[config.mk]
export PLATFORM = sky130hd
export DESIGN_NAME = writeback_stage_flat
export DESIGN_NICKNAME = d
export VERILOG_FILES = /design/src/rtl/riscv_pkg.sv /design/src/rtl/writeback_stage_if.sv /design/src/rtl/writeback_stage_load_extend.sv /design/src/rtl/writeback_stage.sv /design/src/flat_wrapper.sv
export SDC_FILE = /design/constraint.sdc
export NUM_CORES = 1
export LEC_CHECK = 0
export CORE_UTILIZATION = 49
export CTS_CLUSTER_DIAMETER = 100
export DETAILED_ROUTE_END_ITERATION = 16
export PLACE_DENSITY = 0.86
export SKIP_LAST_GASP = 1
export SYNTH_ARGS = -nofsm -noshare
export SYNTH_HDL_FRONTEND = slang
export SYNTH_SLANG_ARGS = --single-unit
[constraint.sdc]
create_clock -name clk -period 4.05 [get_ports clk]
set_clock_uncertainty 0.1 [all_clocks]
set_input_delay 0.81 -clock clk [delete_from_list [all_inputs] [get_ports clk]]
set_output_delay 0.81 -clock clk [all_outputs]
set_load 0.02 [all_outputs]
[src/rtl/riscv_pkg.sv]
// Shared definitions for the write-back stage: RV32I load funct3 encodings
// and the write-back FSM state type.
// No ports; imported by writeback_stage and load_extend.
package riscv_pkg;

  localparam logic [2:0] F3_LB  = 3'b000;
  localparam logic [2:0] F3_LH  = 3'b001;
  localparam logic [2:0] F3_LW  = 3'b010;
  localparam logic [2:0] F3_LBU = 3'b100;
  localparam logic [2:0] F3_LHU = 3'b101;

  typedef enum logic {
    WB_IDLE,
    WB_WAIT_LOAD
  } wb_state_t;

endpackage

[src/rtl/writeback_stage_if.sv]
// Bundle of the write-back stage's retire handshake, data-memory return path,
// GPR write port and error flag.
// master: memory stage / data memory / observer side; slave: writeback_stage.
interface writeback_stage_if #(
  parameter int XLEN = 32
);
  // retire handshake from the memory stage
  logic            in_valid;
  logic            in_ready;
  logic [4:0]      in_rd;
  logic [XLEN-1:0] in_result;
  logic            in_is_load;
  logic [2:0]      in_funct3;
  logic [1:0]      in_addr_lo;
  // data-memory read return
  logic            mem_rvalid;
  logic [XLEN-1:0] mem_rdata;
  // GPR write port and status
  logic [4:0]      a3;
  logic            we3;
  logic [XLEN-1:0] wd3;
  logic            err;

  modport master (
    output in_valid, in_rd, in_result, in_is_load, in_funct3, in_addr_lo,
    output mem_rvalid, mem_rdata,
    input  in_ready, a3, we3, wd3, err
  );

  modport slave (
    input  in_valid, in_rd, in_result, in_is_load, in_funct3, in_addr_lo,
    input  mem_rvalid, mem_rdata,
    output in_ready, a3, we3, wd3, err
  );

endinterface

[src/rtl/writeback_stage_load_extend.sv]
// Selects the addressed byte/half/word from an aligned read word and sign- or
// zero-extends it; flags unsupported funct3 values and misaligned accesses.
// Ports: funct3, addr_lo, rdata in; data, legal out. Purely combinational.
module load_extend
  import riscv_pkg::*;
(
  input  logic [2:0]  funct3,
  input  logic [1:0]  addr_lo,
  input  logic [31:0] rdata,
  output logic [31:0] data,
  output logic        legal
);

  logic [7:0]  byte_sel;
  logic [15:0] half_sel;

  always_comb begin
    byte_sel = rdata[{addr_lo, 3'b000} +: 8];
    half_sel = rdata[{addr_lo[1], 4'b0000} +: 16];
    data     = 32'h0;
    legal    = 1'b0;
    case (funct3)
      F3_LB: begin
        data  = {{24{byte_sel[7]}}, byte_sel};
        legal = 1'b1;
      end
      F3_LBU: begin
        data  = {24'h0, byte_sel};
        legal = 1'b1;
      end
      F3_LH: begin
        data  = {{16{half_sel[15]}}, half_sel};
        legal = !addr_lo[0];
      end
      F3_LHU: begin
        data  = {16'h0, half_sel};
        legal = !addr_lo[0];
      end
      F3_LW: begin
        data  = rdata;
        legal = (addr_lo == 2'b00);
      end
      default: begin
        data  = 32'h0;
        legal = 1'b0;
      end
    endcase
  end

endmodule

[src/rtl/writeback_stage.sv]
// Write-back stage: drives the GPR write port from retiring ALU results (1-cycle
// latency) and from loads, which wait for variable-latency memory read data.
// Ports: clk, rst (async active-high), bus (slave: retire handshake, memory
// return, a3/we3/wd3, sticky err). in_ready drops while a load is outstanding
// and through its write cycle.
module writeback_stage
  import riscv_pkg::*;
#(
  parameter int XLEN         = 32,
  parameter int LOAD_TIMEOUT = 255
) (
  input logic               clk,
  input logic               rst,
  writeback_stage_if.slave  bus
);

  localparam int CW = $clog2(LOAD_TIMEOUT + 1);

  wb_state_t       state_q, state_d;
  logic [CW-1:0]   cnt_q, cnt_d;
  logic [4:0]      rd_q, rd_d;
  logic [2:0]      f3_q, f3_d;
  logic [1:0]      alo_q, alo_d;
  // Set for the load write cycle so the stage stays stalled through it.
  logic            drain_q, drain_d;
  logic [4:0]      a3_q, a3_d;
  logic            we3_q, we3_d;
  logic [XLEN-1:0] wd3_q, wd3_d;
  logic            err_q, err_d;

  logic [31:0]     ext_data;
  logic            ext_legal;
  logic            xfer;

  load_extend u_load_extend (
    .funct3  (f3_q),
    .addr_lo (alo_q),
    .rdata   (bus.mem_rdata),
    .data    (ext_data),
    .legal   (ext_legal)
  );

  assign bus.in_ready = (state_q == WB_IDLE) && !rst;
  assign xfer         = bus.in_valid && bus.in_ready;

  assign bus.a3  = a3_q;
  assign bus.we3 = we3_q;
  assign bus.wd3 = wd3_q;
  assign bus.err = err_q;

  always_comb begin
    state_d = state_q;
    cnt_d   = cnt_q;
    rd_d    = rd_q;
    f3_d    = f3_q;
    alo_d   = alo_q;
    drain_d = 1'b0;
    a3_d    = a3_q;
    we3_d   = 1'b0;
    wd3_d   = wd3_q;
    err_d   = err_q;

    case (state_q)
      WB_IDLE: begin
        // No load is outstanding, so any read data here is spurious.
        if (bus.mem_rvalid) err_d = 1'b1;
        if (xfer) begin
          if (bus.in_is_load) begin
            rd_d    = bus.in_rd;
            f3_d    = bus.in_funct3;
            alo_d   = bus.in_addr_lo;
            cnt_d   = '0;
            state_d = WB_WAIT_LOAD;
          end else if (bus.in_rd != 5'd0) begin
            // a3/wd3 only move when a write actually happens.
            a3_d  = bus.in_rd;
            wd3_d = bus.in_result;
            we3_d = 1'b1;
          end
        end
      end

      WB_WAIT_LOAD: begin
        cnt_d = cnt_q + 1'b1;
        if (drain_q) begin
          // Write cycle of a completed load; data already consumed.
          if (bus.mem_rvalid) err_d = 1'b1;
          state_d = WB_IDLE;
        end else if (bus.mem_rvalid) begin
          if (!ext_legal) begin
            err_d   = 1'b1;
            state_d = WB_IDLE;
          end else if (rd_q == 5'd0) begin
            state_d = WB_IDLE;
          end else begin
            a3_d    = rd_q;
            wd3_d   = ext_data;
            we3_d   = 1'b1;
            drain_d = 1'b1;
          end
        end else if (cnt_q == CW'(LOAD_TIMEOUT - 1)) begin
          // Last allowed wait cycle passed with no data: abort.
          err_d   = 1'b1;
          state_d = WB_IDLE;
        end
      end

      default: state_d = WB_IDLE;
    endcase
  end

  always_ff @(posedge clk or posedge rst) begin
    if (rst) begin
      state_q <= WB_IDLE;
      cnt_q   <= '0;
      rd_q    <= 5'd0;
      f3_q    <= 3'd0;
      alo_q   <= 2'd0;
      drain_q <= 1'b0;
      a3_q    <= 5'd0;
      we3_q   <= 1'b0;
      wd3_q   <= '0;
      err_q   <= 1'b0;
    end else begin
      state_q <= state_d;
      cnt_q   <= cnt_d;
      rd_q    <= rd_d;
      f3_q    <= f3_d;
      alo_q   <= alo_d;
      drain_q <= drain_d;
      a3_q    <= a3_d;
      we3_q   <= we3_d;
      wd3_q   <= wd3_d;
      err_q   <= err_d;
    end
  end

endmodule

[src/flat_wrapper.sv]
// flat-port wrapper written by rule: the top's interface ports become plain ports
module writeback_stage_flat import riscv_pkg::*;
#(
  parameter int XLEN         = 32,
  parameter int LOAD_TIMEOUT = 255
)
  (clk, rst, bus_in_valid, bus_in_rd, bus_in_result, bus_in_is_load, bus_in_funct3, bus_in_addr_lo, bus_mem_rvalid, bus_mem_rdata, bus_in_ready, bus_a3, bus_we3, bus_wd3, bus_err);
  writeback_stage_if #(.XLEN(XLEN)) bus_i ();
  input logic clk;
  input logic rst;
  input wire logic [$bits(bus_i.in_valid)-1:0] bus_in_valid;
  input wire logic [$bits(bus_i.in_rd)-1:0] bus_in_rd;
  input wire logic [$bits(bus_i.in_result)-1:0] bus_in_result;
  input wire logic [$bits(bus_i.in_is_load)-1:0] bus_in_is_load;
  input wire logic [$bits(bus_i.in_funct3)-1:0] bus_in_funct3;
  input wire logic [$bits(bus_i.in_addr_lo)-1:0] bus_in_addr_lo;
  input wire logic [$bits(bus_i.mem_rvalid)-1:0] bus_mem_rvalid;
  input wire logic [$bits(bus_i.mem_rdata)-1:0] bus_mem_rdata;
  output wire logic [$bits(bus_i.in_ready)-1:0] bus_in_ready;
  output wire logic [$bits(bus_i.a3)-1:0] bus_a3;
  output wire logic [$bits(bus_i.we3)-1:0] bus_we3;
  output wire logic [$bits(bus_i.wd3)-1:0] bus_wd3;
  output wire logic [$bits(bus_i.err)-1:0] bus_err;
  assign bus_i.in_valid = bus_in_valid;
  assign bus_i.in_rd = bus_in_rd;
  assign bus_i.in_result = bus_in_result;
  assign bus_i.in_is_load = bus_in_is_load;
  assign bus_i.in_funct3 = bus_in_funct3;
  assign bus_i.in_addr_lo = bus_in_addr_lo;
  assign bus_i.mem_rvalid = bus_mem_rvalid;
  assign bus_i.mem_rdata = bus_mem_rdata;
  assign bus_in_ready = bus_i.in_ready;
  assign bus_a3 = bus_i.a3;
  assign bus_we3 = bus_i.we3;
  assign bus_wd3 = bus_i.wd3;
  assign bus_err = bus_i.err;
  writeback_stage #(.XLEN(XLEN), .LOAD_TIMEOUT(LOAD_TIMEOUT)) u_core (.clk(clk), .rst(rst), .bus(bus_i));
endmodule
==> results.ini <==
[place]
hpwl_mm=7.10
gp_congestion=0.864
portBuffers=118
dp.cells=471

[global_routing]
first_global_vias=3073
antenna_found_initial=0
grt_max_degree=54
grt_pass1_wl_mm=15.5
grt_overflow=0
grt_usage_pct=28.2

[clock_network]
tritoncts=done
htree_levels=3
cts_buffers=9
cts_root_buf=clkbuf_8
cts_hold_buf=0
clkSinkCount=59
cts_resized=0
clockBufferDepth=2
clk_latency_ns=0.34
clk_pin_slew_ns=0.07
cts_setup_buffers=0

[synthesis]
yosysWarnings=0
synth_top_area_cell=dfrtp_1
synth-main-ff-cell=dfrtp_1
synth_area_leaders=dfrtp_1, mux2_2, mux4_2
synth_cells=292
synth-seq-cells=59
syn-cell-area_sq_um=3380
synth_common_cells=dfrtp_1, mux2_2, o21ai_0, a22oi_1
synth_top_area_share_pct=43.7
synth.distinct_cells=42
synth.avg_cell_area_sq_um=11.6
synthArstFlopShare_pct=100
syn-num-nets=373
synth_enable_flop_cells=0
synth.most_common_cell=dfrtp_1
synth_seq_area_share_pct=43.7

[routing]
vias_per_cell=6.04
wl_met2_mm=4.85
dr.max_layer_used=met4
drt-initial-drc-count=278
drcViolationCount=0
num_vias=2940
routedLengthMet1_mm=3.86
wire_per_inst_microns=20.2
drt_wl_total_mm=9.81
antenna_left=0
met3_length_microns=815
dr.pass1.iters=4

[status]
status=finished, final reports clean

[floorplanning]
io_pins=119
die_area_sq_um=7230
fp-row-count=29
fp.dieH_microns=85
core_area_sq_um=6490
die_w_microns=85
start_util_pct=52.0

[timing]
tightest_slew_ns=1.11
relSlewSlack_pct=26.1
period_share_pct=73.5
period_minus_slack_ns=2.98
fmax_mhz=336
setup-tns-final_ns=0
finalHoldViolations=0
setup_viol_count_final=0
rsz0062_at_grt=no
finalMaxSlewViolations=0

[finish]
fillCellCount=441
drive_above_1_share_pct=18.8
fin_cells=487
area_growth_pct=41.2
final_util_pct=73.4
nets=486
antenna_cells=0

[run]
max_cap_viol_count=0

[worst_setup_path]
crit_path_end_kind=primary output
crit_type=in -> out
crit_fanout=3
cp.arrival_ns=2.07
cp.required_ns=3.14
worstSetupStartpointType=primary input

[power]
cellPowerDensity_nw_per_um2=666
ir_drop_mv=0.425
p_leak_uw=0.00193

[worst_hold_path]
hold_class=reg -> reg

[where the power goes]
group,switching (uW),internal [uW],total (uW)
combinational,735,840,1570
sequential,232,839,1070
clock,233,298,531
[path summary, 6_finish.rpt]
| check | start | end | slack [ns] | cells past startpoint |
|---|---|---|---|---|
| min in group asynchronous | rst | u_core.drain_q | 1.02 | 2 |
| hold / removal | u_core.cnt_q[7] | u_core.cnt_q[7] | 0.39 | 1 |
| setup / recovery | rst | bus_in_ready | 1.07 | 3 |
| max in group asynchronous | rst | u_core.bus.wd3[21] | 2.11 | 3 |
| hold reg to reg | u_core.cnt_q[7] | u_core.cnt_q[7] | 0.39 | 1 |
| setup reg to reg | u_core.state_q | u_core.bus.wd3[8] | 1.22 | 5 |
[routing by layer]
| layer | GRT usage (%) | up-vias |
|---|---|---|
| met2 | 45.7 | 143 |
| met1 | 36.4 | 1430 |
| met5 | 0 | - |
| met3 | 5.93 | 29 |
| li1 | - | 1338 |
| met4 | 13.4 | 0 |
[metrics by stage]
step | worst slack (ns) | cell area (sq um) | hold slack (ns) | total power, uW
2_1_floorplan | 1.67 | 3380 | 0.352 | 2000
3_3_place_gp | 1.09 | 4570 | 0.366 | 2590
3_5_place_dp | 1.05 | 4570 | 0.378 | 2640
4_1_cts | 1.08 | 4770 | 0.395 | 3180
5_1_grt | 0.992 | 4770 | 0.427 | 3340
6_report | 1.07 | 4770 | 0.391 | 3180
[registers in the layout, indices dropped and copies added (netlist names)]
name            count
u_core.alo_q        2
u_core.bus.a3       5
u_core.bus.err      1
u_core.bus.wd3     32
u_core.bus.we3      1
u_core.cnt_q        8
u_core.drain_q      1
u_core.f3_q         3
u_core.rd_q         5
u_core.state_q      1
[critical path, cell delays in order]
cell and delay (ns):
clkdlybuf4s50_1 0.44, nor2_1 0.18, clkdlybuf4s50_1 0.64
[kinds of logic (layout without fill, tap and decap cells)]
kind of cell / after synthesis / count (layout) / synth area share (%)
AO/OA/AOI/OAI: 87 / 87 / 17.4
buffers and inverters: 32 / 150 / 4.93
multiplexers: 64 / 64 / 24.8
adder cells (fa/ha/maj): 2 / 2 / 0.741
AND/OR/NAND/NOR: 48 / 48 / 8.34
flip-flops: 59 / 59 / 43.7
[cell usage in the layout, fill, tap and decap left out, types with 4 or more instances in the layout]
cell	instances
nand3_1	9
a21boi_0	8
dfrtp_1	59
clkbuf_8	10
buf_4	4
a22o_1	7
mux4_2	8
a32oi_1	8
nand2b_1	11
mux2_4	11
o21ai_0	31
a22oi_1	15
a21oi_1	8
mux2_2	34
inv_1	10
nand2_1	8
mux2i_1	11
nor2_1	4
clkdlybuf4s50_1	118
[layout make-up]
type / count / area [sq um] / share of cell area [%]
tap: 77 / 96.3 / 2.02
multi-input combinational: 201 / 1740 / 36.6
timing repair buffer: 122 / 1210 / 25.4
inverter: 12 / 45.0 / 0.945
sequential: 59 / 1480 / 31.0
clock inverter: 5 / 52.6 / 1.10
clock buffer: 11 / 141 / 2.97
No activity file was read; power rests on OpenSTA's default activity.
